==> src/rtl/vga_pkg.sv <==
// Shared screen geometry, FSM state encoding and pixel colour type
// for the VGA ball renderer.
package vga_pkg;

   localparam int unsigned H_ACTIVE = 640;
   localparam int unsigned V_ACTIVE = 480;

   typedef enum logic [1:0] {
      IDLE   = 2'd0,
      RUN    = 2'd1,
      PAUSED = 2'd2
   } ball_state_t;

   typedef struct packed {
      logic [7:0] r;
      logic [7:0] g;
      logic [7:0] b;
   } rgb_t;

endpackage

==> src/rtl/vga_ball_axis.sv <==
// One axis of ball motion: position/direction registers, centre reload
// and the per-frame step with wall clamp and bounce flag.
module vga_ball_axis #(
   parameter int unsigned MAX   = 624,
   parameter int unsigned STEP  = 2,
   parameter int unsigned WIDTH = 10
) (
   input  logic             clk,
   input  logic             rst,
   input  logic             load_center,
   input  logic             move,
   output logic [WIDTH-1:0] pos_o,
   output logic             bounce_o
);

   localparam logic [WIDTH-1:0] CENTER = WIDTH'(MAX / 2);
   localparam logic [WIDTH-1:0] MAXW   = WIDTH'(MAX);
   localparam logic [10:0]      MAX11  = 11'(MAX);
   localparam logic [10:0]      STEP11 = 11'(STEP);

   logic [WIDTH-1:0] pos_q, pos_d;
   logic             dir_q, dir_d;   // 1 = increasing coordinate
   logic [10:0]      pos11, sum11;

   always_comb begin
      pos11    = 11'(pos_q);
      sum11    = pos11 + STEP11;
      pos_d    = pos_q;
      dir_d    = dir_q;
      bounce_o = 1'b0;
      if (load_center) begin
         pos_d = CENTER;
         dir_d = 1'b1;
      end else if (move) begin
         if (dir_q) begin
            if (sum11 >= MAX11) begin
               pos_d    = MAXW;
               dir_d    = 1'b0;
               bounce_o = 1'b1;
            end else begin
               pos_d = sum11[WIDTH-1:0];
            end
         end else begin
            if (pos11 <= STEP11) begin
               pos_d    = '0;
               dir_d    = 1'b1;
               bounce_o = 1'b1;
            end else begin
               pos_d = WIDTH'(pos11 - STEP11);
            end
         end
      end
   end

   always_ff @(posedge clk or posedge rst) begin
      if (rst) begin
         pos_q <= CENTER;
         dir_q <= 1'b1;
      end else begin
         pos_q <= pos_d;
         dir_q <= dir_d;
      end
   end

   assign pos_o = pos_q;

endmodule

==> src/rtl/vga_ball_renderer.sv <==
// Square bouncing ball over a solid background; one move per frame on the
// VS falling edge, gated by an IDLE/RUN/PAUSED control FSM.
module vga_ball_renderer
   import vga_pkg::*;
#(
   parameter int unsigned BALL_SIZE  = 16,
   parameter int unsigned STEP       = 2,
   parameter logic [23:0] BALL_COLOR = 24'hFFFF00,
   parameter logic [23:0] BG_COLOR   = 24'h000040
) (
   input  logic       CLOCK_50,
   input  logic       reset,
   input  logic [8:0] row,
   input  logic [9:0] col,
   input  logic       blank,
   input  logic       VS,
   input  logic       start,
   input  logic       pause,
   input  logic       clear,
   output logic [7:0] red,
   output logic [7:0] green,
   output logic [7:0] blue,
   output logic [7:0] bounce_count,
   output logic [1:0] state
);

   logic        vs_q;
   logic        frame_tick, move;
   ball_state_t state_q, state_d;
   logic [7:0]  bc_q, bc_d;
   logic [8:0]  bc_sum;
   rgb_t        rgb_q, rgb_d;
   logic [9:0]  ball_x;
   logic [8:0]  ball_y;
   logic        bounce_x, bounce_y;
   logic        hit;

   assign frame_tick = vs_q & ~VS;
   // Motion uses the registered state, so a pause on a tick edge still moves once.
   assign move       = frame_tick && (state_q == RUN);

   vga_ball_axis #(.MAX(H_ACTIVE - BALL_SIZE), .STEP(STEP), .WIDTH(10)) u_axis_x (
      .clk(CLOCK_50), .rst(reset), .load_center(clear), .move(move),
      .pos_o(ball_x), .bounce_o(bounce_x)
   );

   vga_ball_axis #(.MAX(V_ACTIVE - BALL_SIZE), .STEP(STEP), .WIDTH(9)) u_axis_y (
      .clk(CLOCK_50), .rst(reset), .load_center(clear), .move(move),
      .pos_o(ball_y), .bounce_o(bounce_y)
   );

   always_comb begin
      state_d = state_q;
      if (clear) begin
         state_d = IDLE;
      end else begin
         case (state_q)
            IDLE:    if (start) state_d = RUN;
            RUN:     if (pause) state_d = PAUSED;
            PAUSED:  if (pause || start) state_d = RUN;
            default: state_d = IDLE;
         endcase
      end
   end

   always_comb begin
      bc_sum = {1'b0, bc_q} + 9'(bounce_x) + 9'(bounce_y);
      if (clear)        bc_d = '0;
      else if (bc_sum[8]) bc_d = '1;
      else              bc_d = bc_sum[7:0];
   end

   always_comb begin
      hit = (col >= ball_x) && (11'(col) < 11'(ball_x) + 11'(BALL_SIZE)) &&
            (row >= ball_y) && (10'(row) < 10'(ball_y) + 10'(BALL_SIZE));
      if (blank)    rgb_d = '0;
      else if (hit) rgb_d = rgb_t'(BALL_COLOR);
      else          rgb_d = rgb_t'(BG_COLOR);
   end

   always_ff @(posedge CLOCK_50 or posedge reset) begin
      if (reset) begin
         vs_q    <= 1'b1;
         state_q <= IDLE;
         bc_q    <= '0;
         rgb_q   <= '0;
      end else begin
         vs_q    <= VS;
         state_q <= state_d;
         bc_q    <= bc_d;
         rgb_q   <= rgb_d;
      end
   end

   assign red          = rgb_q.r;
   assign green        = rgb_q.g;
   assign blue         = rgb_q.b;
   assign bounce_count = bc_q;
   assign state        = state_q;

endmodule

==> config.mk <==
export PLATFORM = sky130hd
export DESIGN_NAME = vga_ball_renderer
export DESIGN_NICKNAME = d
export VERILOG_FILES = /design/src/rtl/vga_pkg.sv /design/src/rtl/vga_ball_axis.sv /design/src/rtl/vga_ball_renderer.sv
export SDC_FILE = /design/constraint.sdc
export NUM_CORES = 1
export LEC_CHECK = 0
export CORE_ASPECT_RATIO = 2
export CORE_UTILIZATION = 55
export DETAILED_ROUTE_END_ITERATION = 12
export GPL_TIMING_DRIVEN = 0
export PLACE_DENSITY = 0.82
export SLEW_MARGIN = 15
export SYNTH_ARGS = -nofsm -noshare
export SYNTH_HDL_FRONTEND = slang
export SYNTH_HIERARCHICAL = 1
export SYNTH_SLANG_ARGS = --single-unit
==> constraint.sdc <==
create_clock -name CLOCK_50 -period 3.7 [get_ports CLOCK_50]
set_input_delay 0.555 -clock CLOCK_50 [delete_from_list [all_inputs] [get_ports CLOCK_50]]
set_output_delay 0.555 -clock CLOCK_50 [all_outputs]
set_load 0.01 [all_outputs]
==> key figures <==
Worst hold path
  • Min-Delay Path Class: reg -> reg
  • Hold endpoint: state[0]$_DFFE_PP0P_
  • Hold Path Depth: 2
  • Hold Startpoint: state[0]$_DFFE_PP0P_

Timing
  • Min Tclk post-route: 3.488 ns
  • Setup TNS: 0 ns
  • Final hold vios: 0
  • RSZ-0062 raised after global routing: no
  • Tightest Pin Transition: 0.7083 ns
  • Max Clock Skew: 0.003004 ns
  • Slew headroom: 52.68%
  • Fin crit share: 94.27%
  • Max Clock Freq: 286.7 MHz
  • Pins Over Slew Limit: 0
  • Final setup violation count: 0

Floorplanning
  • I/O pin total: 60
  • Starting density of the core: 57.63%
  • Die Ht: 117.5 um
  • # rows: 41
  • Die Area: 0.007016 sq mm
  • Core ar.: 0.006361 sq mm
  • Die X: 59.73 um

Finish
  • Synth-to-Final Area Change: 22.80%
  • # nets final: 576
  • Final Util: 70.77%
  • Most common cell after layout, fill and taps aside: clkdlybuf4s50_1
  • Number of diodes: 0
  • Commonest cells after routing, fill and taps aside: clkdlybuf4s50_1, inv_1, ha_1, nor2_1, a21oi_1
  • Fillers: 547
  • Layout cells sized above 1: 16.83%

GRT
  • Initial antenna violation count: 0
  • Number of global-route vias before repair: 3460
  • GRT overflow: 0
  • Overall routing resource usage: 27.37%
  • First-pass GRT wire length: 15040 um
  • Pin count of the biggest net entering global routing: 17

Yosys
  • Avg Cell Area, Syn: 8.257 sq um
  • Synth Cell Area: 0.003666 sq mm
  • Gate Count Post-Synth: 444
  • Post-synthesis xor/xnor area fraction: 4.539%
  • Adder-cell area share of the yosys netlist: 13.86%
  • Main synth FF type: dfrtp_1
  • Post-synth EDFFs: 0
  • Sequential area share after synthesis: 22.22%
  • Post-synth cell types: 79
  • Mux contribution to synthesized area: 1.706%
  • Post-synth ARST share: 100.0%
  • Largest family of logic cells by synthesized area: simple AND/OR/NAND/NOR gates
  • Yosys reg bits: 32
  • Post-synthesis compound-gate area fraction: 20.96%
  • Ys Warns: 6
  • Simple-gate share of the synthesized area: 23.21%

Place
  • DP Wirelength: 7159 um
  • RePlAce Congestion: 0.9296
  • PortBufs: 52

Clocking
  • Clk_lat worst skew: 0.28 ns
  • CTS tree: yes
  • CTS Buf Count: 5
  • H-tree Lvls: 2
  • CTS max path bufs: 2
  • Root buffer cell: clkbuf_16
  • Clk slew on worst S/H paths: 0.05 ns
  • CTS sink count: 32

Pwr
  • Peak VDD IR: 343.0 uV
  • Power, Total: 977.0 uW
  • Pwr Density: 217.0 mW/mm^2
  • Leakage: 1.982 nW

Status
  • Status: complete, no violations

Routing
  • Drt via density: 5.856
  • WL final: 9131 um
  • DR DRC count: 0
  • DR WL/cell: 15.29 um
  • Initial DRC Count: 138
  • DR vias: 3496
  • Final ANT Viol Nets: 0
  • Drt first pass iters: 4

Critical path
  • Reg2Reg Setup Slack: 0.21 ns
  • Worst Path Max Fanout: 10
  • R2r worst-path depth: 14
  • Reg-to-Reg Start: u_axis_x/pos_o[2]$_DFFE_PP0P_
  • Critical path origin: u_axis_x/pos_o[2]$_DFFE_PP0P_
  • CP Capture Type: register
  • Required time worst endpoint: 3.90 ns
  • Arr. time, crit path: 3.69 ns
  • Critical path type: reg -> reg
  • FF-to-FF End: bounce_count[0]$_DFF_PP0_
  • Critical Path Source Type: register

Flow run
  • Max cap viols: 0
report_power, final:
group	leakage [nW]	total, mW	switching, mW	internal (mW)
combinational	1.50	0.145	0.0694	0.0755
clock	0.0798	0.470	0.154	0.316
sequential	0.404	0.362	0.00686	0.355
how the worst max path moves through the flow:
stage               cells past startpoint                   endpoint  slack [ns]
global route                           13  bounce_count[4]$_DFF_PP0_        0.03
floorplan                              13  bounce_count[0]$_DFF_PP0_        0.65
global placement                       10  bounce_count[0]$_DFF_PP0_       -0.08
finish                                 14  bounce_count[0]$_DFF_PP0_        0.21
CTS                                    13  bounce_count[0]$_DFF_PP0_        0.07
detailed placement                     10  bounce_count[5]$_DFF_PP0_       -0.08
state kept, by name, indices dropped and copies added, names as in the netlist:
| register | count |
|---|---|
| state | 2 |
| u_axis_x/pos_o | 9 |
| green | 1 |
| u_axis_x/dir_q | 1 |
| u_axis_y/dir_q | 1 |
| u_axis_y/pos_o | 8 |
| bounce_count | 8 |
| vs_q | 1 |
| blue | 1 |
stage by stage:
step	worst slack [ns]	instances	hold slack, ns	instance area [sq um]
4_1_cts	0.07131	596	0.6185	4484
3_3_place_gp	-0.07648	588	0.6009	4317
3_5_place_dp	-0.08118	588	0.6089	4317
5_1_grt	0.02925	597	0.6521	4502
6_report	0.2119	597	0.6166	4502
2_1_floorplan	0.6549	450	0.3793	3689
Yosys cell counts, types with 9 or more instances:
| cell type | n | area, sq um |
|---|---|---|
| nand2_1 | 31 | 116.4 |
| ha_1 | 39 | 488.0 |
| nor3_1 | 9 | 45.04 |
| inv_1 | 40 | 150.1 |
| dfrtp_1 | 21 | 525.5 |
| xnor2_1 | 12 | 105.1 |
| dfstp_2 | 11 | 289.0 |
| o21ai_0 | 17 | 85.08 |
| a21oi_1 | 32 | 160.2 |
| buf_4 | 28 | 210.2 |
| nand3_1 | 20 | 100.1 |
| nor2_1 | 35 | 131.4 |
critical path: stages, from the launching register on:
cell and delay, ns:
dfrtp_1 0.55, ha_2 0.34, nand3_1 0.12, o211a_1 0.23, or2_4 0.29, a31oi_4 0.26, nor2b_4 0.21, nor3b_2 0.15
inv_1 0.07, fa_1 0.41, inv_1 0.07, ha_1 0.27, nand4_1 0.12, buf_4 0.18, a21oi_1 0.14
cell families (layout without fill, tap and decap cells):
family | after synthesis | in the layout
muxes | 6 | 6
and+or+nand+nor | 152 | 152
adders and majority gates | 40 | 40
AOI/OAI and AO/OA | 110 | 110
xor gates and xnor gates | 19 | 19
buffers and inverters | 82 | 143
other | 3 | 9
DFF | 32 | 32
layer usage:
layer	GRT usage, %	share of wire (%)
met2	52.50	57
met5	0	0
met3	3.187	3.7
met4	13.37	3.9
met1	26.47	36
final cells by class:
type	instances	area [sq um]	share of cell area, %
multi-input cells	336	2399	53.28
flip-flops and latches	32	815.8	18.12
repair buffers	53	528.0	11.73
plain buffers	42	334.1	7.421
inverters	40	150.1	3.335
clock buffers	5	125.1	2.779
well taps	86	107.6	2.390
clock inverters	3	42.54	0.9450
what timing repair did:
action / in CTS / in global routing
endpoints found under the setup margin: 0 / 7
resized for setup: 0 / 3
buffers inserted: 0 / 1
hold buffers: 0 / 0
hold endpoints to repair: 0 / 0
Note: power is estimated with default switching activity, not from simulation.
